[src/rtl/spi_config_rx_pkg.sv]
// Shared constants and FSM encoding for the SPI register-write responder.
package spi_config_rx_pkg;

    localparam int FRAME_BITS = 16;
    localparam int ADDR_BITS  = 7;
    localparam int DATA_BITS  = 9;
    localparam int CNT_BITS   = 5;

    localparam int REG_ECHO_EN = 0;
    localparam int REG_DELAY   = 1;
    localparam int REG_GAIN    = 2;

    typedef enum logic [1:0] {
        WAIT_IDLE,
        IDLE,
        SHIFT,
        COMMIT
    } state_t;

endpackage

[src/rtl/spi_config_rx_sync_edge.sv]
// Two-flop synchroniser with a third stage for single-cycle rise/fall pulses.
module sync_edge (
    input  logic clk,
    input  logic reset,
    input  logic d,
    output logic q,
    output logic rise,
    output logic fall
);

    logic s_p0, s_p1, s_p2;

    // Cleared to 0 so a chip select held low through reset never looks idle.
    always_ff @(posedge clk) begin
        if (reset) begin
            s_p0 <= 1'b0;
            s_p1 <= 1'b0;
            s_p2 <= 1'b0;
        end else begin
            s_p0 <= d;
            s_p1 <= s_p0;
            s_p2 <= s_p1;
        end
    end

    assign q    = s_p1;
    assign rise = s_p1 & ~s_p2;
    assign fall = ~s_p1 & s_p2;

endmodule

[src/rtl/spi_config_rx.sv]
// SPI mode-0 responder writing 16-bit {addr, data} frames into a 9-bit register file.
// Optional readback on spi_miso is built when SPI_READBACK_EN is defined.
module spi_config_rx #(
    parameter int NUM_REGS   = 16,
    parameter int FRAME_BITS = spi_config_rx_pkg::FRAME_BITS
) (
    input  logic                                       clk,
    input  logic                                       reset,
    input  logic                                       spi_sck,
    input  logic                                       spi_mosi,
    input  logic                                       cs,
    output logic                                       spi_miso,
    output logic [NUM_REGS*spi_config_rx_pkg::DATA_BITS-1:0] regs,
    output logic                                       wr_valid,
    output logic [spi_config_rx_pkg::ADDR_BITS-1:0]    wr_addr,
    output logic [spi_config_rx_pkg::DATA_BITS-1:0]    wr_data,
    output logic                                       frame_err
);

    import spi_config_rx_pkg::*;

    logic sck_rise, sck_fall, sck_q_unused;
    logic cs_q, cs_rise, cs_fall;
    logic mosi_p0, mosi_p1;

    state_t state, state_nxt;
    logic [FRAME_BITS-1:0] shift;
    logic [CNT_BITS-1:0]   bitcnt;
    logic [ADDR_BITS-1:0]  addr;
    logic [DATA_BITS-1:0]  data;
    logic                  len_ok, addr_ok;

    sync_edge u_sck (.clk(clk), .reset(reset), .d(spi_sck), .q(sck_q_unused),
                     .rise(sck_rise), .fall(sck_fall));
    sync_edge u_cs  (.clk(clk), .reset(reset), .d(cs), .q(cs_q),
                     .rise(cs_rise), .fall(cs_fall));

    always_ff @(posedge clk) begin
        if (reset) begin
            mosi_p0 <= 1'b0;
            mosi_p1 <= 1'b0;
        end else begin
            mosi_p0 <= spi_mosi;
            mosi_p1 <= mosi_p0;
        end
    end

    assign addr    = shift[FRAME_BITS-1 -: ADDR_BITS];
    assign data    = shift[DATA_BITS-1:0];
    assign len_ok  = (bitcnt == CNT_BITS'(FRAME_BITS));
    assign addr_ok = ({1'b0, addr} < 8'(NUM_REGS));

    always_ff @(posedge clk) begin
        if (reset) state <= WAIT_IDLE;
        else       state <= state_nxt;
    end

    always_comb begin
        state_nxt = state;
        case (state)
            WAIT_IDLE: if (cs_q)    state_nxt = IDLE;
            IDLE:      if (cs_fall) state_nxt = SHIFT;
            SHIFT:     if (cs_rise) state_nxt = COMMIT;
            COMMIT:                 state_nxt = IDLE;
            default:                state_nxt = WAIT_IDLE;
        endcase
    end

    always_ff @(posedge clk) begin
        if (reset) begin
            shift     <= '0;
            bitcnt    <= '0;
            regs      <= '0;
            wr_valid  <= 1'b0;
            wr_addr   <= '0;
            wr_data   <= '0;
            frame_err <= 1'b0;
        end else begin
            wr_valid  <= 1'b0;
            frame_err <= 1'b0;
            case (state)
                IDLE: begin
                    if (cs_fall) begin
                        shift  <= '0;
                        bitcnt <= '0;
                    end
                end
                SHIFT: begin
                    if (sck_rise && !cs_q) begin
                        shift <= {shift[FRAME_BITS-2:0], mosi_p1};
                        if (bitcnt != '1) bitcnt <= bitcnt + 1'b1;
                    end
                end
                COMMIT: begin
                    if (len_ok && addr_ok) begin
                        for (int i = 0; i < NUM_REGS; i++)
                            if (int'(addr) == i) regs[i*DATA_BITS +: DATA_BITS] <= data;
                        wr_addr  <= addr;
                        wr_data  <= data;
                        wr_valid <= 1'b1;
                    end else begin
                        frame_err <= 1'b1;
                    end
                end
                default: ;
            endcase
        end
    end

`ifdef SPI_READBACK_EN
    localparam int RB_BITS = ADDR_BITS + DATA_BITS;

    logic [RB_BITS-1:0]   rb;
    logic [DATA_BITS-1:0] rd_val;
    logic                 miso_r;

    always_comb begin
        rd_val = '0;
        for (int i = 0; i < NUM_REGS; i++)
            if (int'(wr_addr) == i) rd_val = regs[i*DATA_BITS +: DATA_BITS];
    end

    // Current output bit is kept at rb's MSB; shift on each synced sck fall.
    always_ff @(posedge clk) begin
        if (reset) begin
            rb     <= '0;
            miso_r <= 1'b0;
        end else if (state == IDLE && cs_fall) begin
            rb     <= {wr_addr, rd_val};
            miso_r <= wr_addr[ADDR_BITS-1];
        end else if (cs_q) begin
            miso_r <= 1'b0;
        end else if (sck_fall) begin
            rb     <= {rb[RB_BITS-2:0], 1'b0};
            miso_r <= rb[RB_BITS-2];
        end
    end

    assign spi_miso = miso_r;
`else
    logic sck_fall_unused;
    assign sck_fall_unused = sck_fall;
    assign spi_miso        = 1'b0;
`endif

endmodule

[config.mk]
export PLATFORM = sky130hd
export DESIGN_NAME = spi_config_rx
export DESIGN_NICKNAME = d
export VERILOG_FILES = /design/src/rtl/spi_config_rx_pkg.sv /design/src/rtl/spi_config_rx_sync_edge.sv /design/src/rtl/spi_config_rx.sv
export SDC_FILE = /design/constraint.sdc
export NUM_CORES = 1
export LEC_CHECK = 0
export ABC_CLOCK_PERIOD_IN_PS = 4800
export CAP_MARGIN = 5
export CORE_MARGIN = 2
export CORE_UTILIZATION = 35
export DETAILED_ROUTE_END_ITERATION = 8
export PLACE_DENSITY = 0.57
export RECOVER_POWER = 100
export SYNTH_ARGS = -nofsm -noshare
export SYNTH_HDL_FRONTEND = slang
export SYNTH_HIERARCHICAL = 1
export SYNTH_SLANG_ARGS = --single-unit
[constraint.sdc]
create_clock -name clk -period 4.8 [get_ports clk]
set_clock_uncertainty 0.15 [all_clocks]
set_input_delay 0.96 -clock clk [delete_from_list [all_inputs] [get_ports clk]]
set_output_delay 0.96 -clock clk [all_outputs]
set_load 0.02 [all_outputs]
Word level (Yosys, flattened, before mapping)
Cells that the tools add are included.

Register bits: 193. Input port bits: 5. Output and inout bits: 163. Logic and storage cells: 105.

Add/subtract/negate cells: 1. Order comparisons: 1. Bitwise gates (word level): 7. Multiplexer cells: 13. Reduce and logical (&&, ||, !) cells: 27. Eq/ne operators: 25.

Operators by type and width (count): $eq 7x5->1 const B (8); $reduce_and 3->1 (18); $mux 16 (2); $pmux 16 s2 (1); $eq 7x4->1 const B (4); $mux 5 (3); $eq 7x3->1 const B (2); $pmux 5 s2 (1); $ne 2x2->1 const B (4); $pmux 2 s4 (1); $eq 7x2->1 const B (1); $logic_not 7->1 (1); $lt 7x5->1 const B (1); $mux 2 (3); $add 5x1->5 const B (1); $eq 5x5->1 const B (1); $ne 5x5->1 const B (1); $eq 2x2->1 const B (2); $not 1->1 (4); $reduce_and 4->1 (1); $and 1x1->1 (3); $eq 2x1->1 const B (1); $logic_and 1x1->1 (2); $logic_not 2->1 (1); 6 further kinds (7).

Depth between registers and ports, before layout
Gate-level depths: netlist (run 1).

Word-level depth: 5. Gate-level depth with buffers: 8. Depth with buffers taken out: 7.

By module
Netlist (run 1), hierarchy kept.

By module, submodules not included: spi_config_rx (cells an instance 724, area each 7205.7 µm², times used 1, sequential area each 3743.6 µm²); sync_edge (cells an instance 8, area each 91.3 µm², times used 2, sequential area each 60.1 µm²).

Worst setup path after synthesis (run 1)
OpenSTA, ideal clock, no wires.

Kind: flip-flop to flip-flop. Start point: register bitcnt[0]. End point: register bitcnt[2]. Arrival time: 1.947 ns. Cell stages (with the launch flop): 8. Setup time: 0.070 ns. Buffers on the path: 0. Setup slack: 2.633 ns. Clock period less this slack: 2.167 ns. Data required time: 4.580 ns. Path through: dfxtp_1 -> ha_1 -> and3_1 -> ha_1 -> or3b_2 -> a21o_1 -> or3_1 -> a21oi_1.

Longest elaborated chain between the ends: 4. Elaborated cells between the ends (all ways): 7. Classes of those cells: 1 x add/sub; 2 x eq/ne; 3 x mux; 1 x reduce/logical.

RTL lines: from (decl) (RTL line spi_config_rx.sv:28) `logic [CNT_BITS-1:0] bitcnt;`; from (signal assigned) (RTL line spi_config_rx.sv:91) `if (bitcnt != '1) bitcnt <= bitcnt + 1'b1;`; $add 5x1->5 (RTL line spi_config_rx.sv:91); $mux 5 (RTL line spi_config_rx.sv:91); $mux 5 (RTL line spi_config_rx.sv:89) `if (sck_rise && !cs_q) begin`; $pmux 5 s2 (RTL line spi_config_rx.sv:81) `case (state)`.

Several ways; a longest one is shown, not always the timed one. The select of a mux whose other input is x is not followed. A chain may end at the register's enable or synchronous reset.

==> impl_metrics.ini, run 1 <==
[outcome]
status = finished with violations
violations = max-capacitance violations, max-slew violations

[finish]
fillerInstances = 2002
drive_gt1_share_pct = 6.32
regArea_mm2 = 0.00386
fin_cells = 1161
multiInputGateArea_mm2 = 0.00326
finish.net_count = 886
area_growth_pct = 33.0
n_antenna_cell = 0
post-route-util_pct = 47.0

[cts]
cts_tree = built
insertion_delay_ns = 0.43
cts_buffers = 17
clockBufferDepth = 2
clock-sinks = 193
root_buffer = clkbuf_16
htreeDepth = 4
cts_setup_buffers = 0
post_cts_resized = 0
cts_hold_buffers = 0
path_clk_slew_ns = 0.07

[worst_setup_path]
cp_top_family = buffers and inverters
cp_max_fo = 51
slowest_delay_ns = 1.50
r2r_setup_slack_ns = 1.73
end_kind = register
r2r_start = state[0]
critical_path_class = primary input to register
cp.arrival_ns = 3.66
r2r_cells = 5
path_buf_inv = 1
cp-start-kind = primary input
required_ns = 4.92
slowest_stage = clkbuf_1
r2r_end = shift[8]
path_cells = clkbuf_1 -> nand2b_1 -> o21ai_0

[floorplanning]
die_h_um = 149
dieArea_mm2 = 0.0223
initial_core_util_pct = 35.3
rows = 53
io_pins = 168
die_w_um = 149
core_mm2 = 0.0209

[sta]
period_share_pct = 73.6
slew_viol_final = 84
hold_violations = 0
fin_tns_setup_ns = 0
period_minus_slack_ns = 3.53
slew_headroom_pct = -43.8
setup_viol = 0
rsz0062_at_grt = false
clock.fmax_ghz = 0.283
worst_pin_slew_ns = 2.16

[detailed_routing]
wl_um = 20300
route.detailed.wl_per_inst_um = 17.5
postRouteAntennaNets = 0
first_pass_iters = 5
via_count = 5691
drc = 0
drtIter0Drc = 360
via_per_inst = 4.90

[global_route]
grt_max_degree = 152
grt_pass1_wl_um = 31100
antenna_found_initial = 0
grt.overflow.total = 0
grt_pass1_vias = 5255
grt_usage_pct = 18.3

[power_and_ir_drop]
finalPower_w = 0.00331
power_density_mw_per_mm2 = 337
leakage_nw = 4.06
ir_drop_uv = 233

[min_path]
hp-class = register to register
min_from = u_cs/s_p0
holdPathStages = 1
min_to = u_cs/q

[place]
hpwl_um = 13000
gp_congestion = 0.737
dp_cells = 1129
io_buffer_count = 166

[logic_synthesis]
syn_area_per_cell_um2 = 9.99
synthCells = 739
ys_warn_count = 6
syn_area_mm2 = 0.00738
syn-num-nets = 752

[job]
drv_cap = 2
-- stage by stage --
| step | area (um2) | setup slack [ns] | hold WS, ns |
|---|---|---|---|
| 2_1_floorplan | 7380 | 2.63 | 0.264 |
| 3_3_place_gp | 9210 | 2.01 | 0.268 |
| 3_5_place_dp | 9210 | 1.99 | 0.280 |
| 4_1_cts | 9830 | 1.98 | 0.298 |
| 5_1_grt | 9820 | 0.997 | 0.315 |
| 6_report | 9820 | 1.27 | 0.292 |
-- how the worst max path moves through the flow --
stage                           end  slack [ns]      start  cells past startpoint
after global placement    regs[139]        2.01      reset                      3
after CTS                  regs[18]        1.98  bitcnt[0]                      7
after detailed placement  regs[130]        1.99      reset                      3
after global routing       regs[57]         1.0      reset                      3
final                       regs[3]        1.27      reset                      3
after floorplan           bitcnt[2]        2.63  bitcnt[0]                      7
-- routing by layer --
metal | share of wire [%] | vias up | track usage [%]
met4 | 1.2 | 0 | 5.52
met1 | 49 | 2731 | 25.9
met5 | 0 | - | 0
met3 | 4.0 | 12 | 4.13
li1 | - | 2819 | -
met2 | 46 | 129 | 27.9
-- registers in the layout, summed over array words and instances (netlist names) --
register    cells
wr_addr         7
bitcnt          5
shift          16
wr_data         9
u_sck/q         1
wr_valid        1
u_cs/s_p0       1
u_cs/q          1
u_cs/s_p2       1
u_sck/s_p2      1
u_sck/s_p0      1
mosi_p1         1
mosi_p0         1
regs          144
state           2
frame_err       1
-- area by class of cell --
cell class | count | area share (%)
clock buffer | 19 | 4.51
clock inverter | 13 | 1.77
inverter | 8 | 0.306
multi-input combinational | 483 | 33.3
sequential | 193 | 39.4
tap | 275 | 3.50
timing repair buffer | 170 | 17.3
-- layout by cell type, fill, tap and decap left out, drive strengths merged, types with 2 or more instances in the layout --
cell,instances
nand3,30
ha,8
clkbuf,20
buf,4
nand2b,81
nor2b,16
o21ai,91
a22oi,2
dlygate4sd3,162
nand2,31
nor3b,6
clkdlybuf4s50,3
mux2i,57
nand4,10
nor2,11
a21oi,31
nand3b,90
bufinv,3
and3,3
a211oi,3
clkinvlp,5
inv,13
dfxtp,193
-- power breakdown --
group          internal [W]  leakage (nW)  switching, W  total, W
registers           0.00161          1.56    0.00000831   0.00162
clock network      0.000845         0.285      0.000647   0.00149
logic             0.0000818          2.22      0.000115  0.000197
total               0.00254          4.06      0.000770   0.00331
Note: power is estimated with default switching activity, not from simulation.
==> run 2, diff against run 1 <==
- ABC_CLOCK_PERIOD_IN_PS: 4800 -> 3550
- clock period: 4.8 -> 3.55 ns (I/O delays scaled with it)
==> run 2 against run 1 <==
Effect of this change:
- wire length up 1.5%
- critical endpoint is now regs[132]
- power up 33%
- first-iteration DRC count down 2.8%
- critical path depth up 2
- flip-flop and latch count unchanged
- clock-buffer cell count down 2
- register-to-register slack worse by 0.91 ns
- final cell count up 1.0%
- via count about the same
- sequential power up 35%
- highest routed layer unchanged
- critical path type unchanged
- the flow still finishes with violations (max-capacitance violations, max-slew violations)
- design area up 0.17%
==> impl_metrics.ini, run 2 (synthesis gave the netlist of run 1 again) <==
[power_and_ir_drop]
power_switching_w = 0.00105
clkPwrFrac_pct = 44.3
power_frac_seq_pct = 49.8
power_density_mw_per_mm2 = 447
p_sw_share_pct = 23.9
combPwrFrac_pct = 5.9
p_int_w = 0.00334
ir_drop_uv = 281
leakage_nw = 4.08

[floorplanning]
dieArea_mm2 = 0.0223
die_w_um = 149
die_h_um = 149
rows = 53
io_pins = 168
core_mm2 = 0.0209
initial_core_util_pct = 35.3

[global_route]
grt_busiest_layer = met2
grt_pass1_wl_um = 31900
antenna_found_initial = 0
met1_usage_pct = 25.3
grt_usage_pct = 18.7
met3_usage_pct = 5.26
grt_pass1_vias = 5443
grt_max_degree = 107
grt.overflow.total = 0
grt_use_met2_pct = 29.4

[cts]
post_cts_resized = 0
htreeDepth = 4
root_buffer = clkbuf_16
clock-sinks = 193
clockBufferDepth = 2
insertion_delay_ns = 0.44
path_clk_slew_ns = 0.07
cts_buffers = 17
cts_setup_buffers = 0
cts_hold_buffers = 0
cts_tree = built

[worst_setup_path]
critical_path.startpoint = reset
r2r_start = state[0]
cp-start-kind = primary input
path_buf_inv = 3
path_cells = clkbuf_1 -> clkbuf_2 -> nand2b_1 -> clkbuf_2 -> o21ai_0
end_kind = register
cp.arrival_ns = 3.01
slowest_delay_ns = 1.20
critical_path_class = primary input to register
cp_max_fo = 94
crit_top_cell = clkbuf_2
slowest_stage = clkbuf_2
required_ns = 3.69
cp_top_family = buffers and inverters

[finish]
n_antenna_cell = 0
fin_area_mm2 = 0.00983
largest_reg_flops = 144
post-route-util_pct = 47.1
layout_commonest_cell = dfxtp_1
largest_register = regs
finish.net_count = 898
most-common-layout-cells = 193 x dfxtp_1, 162 x dlygate4sd3_1, 91 x o21ai_0
reg.largest.list = regs: 144 flops, shift: 16 flops, wr_data: 9 flops
drive_gt1_share_pct = 7.35
fin_cells = 1173
area_growth_pct = 33.2

[place]
post_dp_cell_area_mm2 = 0.00929
dp_cells = 1141
hpwl_um = 13200
io_buffer_count = 166
place_ws_ns = 1.17
gp_congestion = 0.749

[detailed_routing]
drtIter0Drc = 350
wl_um = 20600
postRouteAntennaNets = 0
via_per_inst = 4.85
first_pass_iters = 4
route.detailed.wl_per_inst_um = 17.6
via_count = 5688
drc = 0

[sta]
rsz0062_at_grt = false
period_share_pct = 80.7
setup_viol = 0
slew_headroom_pct = -8.47
worst_pin_slew_ns = 1.63
fin_tns_setup_ns = 0
hold_violations = 0
period_minus_slack_ns = 2.87
slew_viol_final = 202
final.setup.worst_slack_ns = 0.684
clock.fmax_ghz = 0.349

[outcome]
status = finished with violations
violations = max-capacitance violations, max-slew violations

[min_path]
min_from = u_sck/s_p0
hp-class = register to register

[job]
drv_cap = 2
## run 2: cell type report
type                            instances  area (um2)
Sequential cell                       193        3860
Clock buffer                           17         425
Tap cell                              275         344
Inverter                                8        30.0
Fill cell                            2039       11100
Clock inverter                         15         176
Timing Repair Buffer                  182        1750
Multi-Input combinational cell        483        3240
## run 2: power by group through the flow
stage               clock network [W]  logic [W]  registers [W]
finish                        0.00194   0.000261        0.00219
floorplan                           0   0.000216        0.00224
detailed placement                  0   0.000272        0.00224
CTS                           0.00200   0.000272        0.00219
global route                  0.00210   0.000290        0.00219
global placement                    0   0.000273        0.00224
## run 2: final timing paths
check               to  slack, ns  depth (start not counted)
min reg2reg    u_sck/q       0.29                          1
max reg2reg   shift[3]       0.82                          6
min            u_sck/q       0.29                          1
max          regs[132]       0.68                          5
## run 2: metal layers
| layer | wire [um] | vias up | part of all wire, % |
|---|---|---|---|
| li1 | - | 2842 | - |
| met1 | 9700 | 2700 | 47 |
| met2 | 9530 | 134 | 46 |
| met3 | 1140 | 12 | 5.5 |
| met4 | 226 | 0 | 1.1 |
| met5 | 0 | - | 0 |
## run 2: metrics by stage
stage               hold slack (ns)  power, W
finish                        0.293   0.00439
global route                  0.312   0.00458
CTS                           0.299   0.00446
detailed placement            0.281   0.00251
global placement              0.279   0.00251
floorplan                     0.264   0.00245
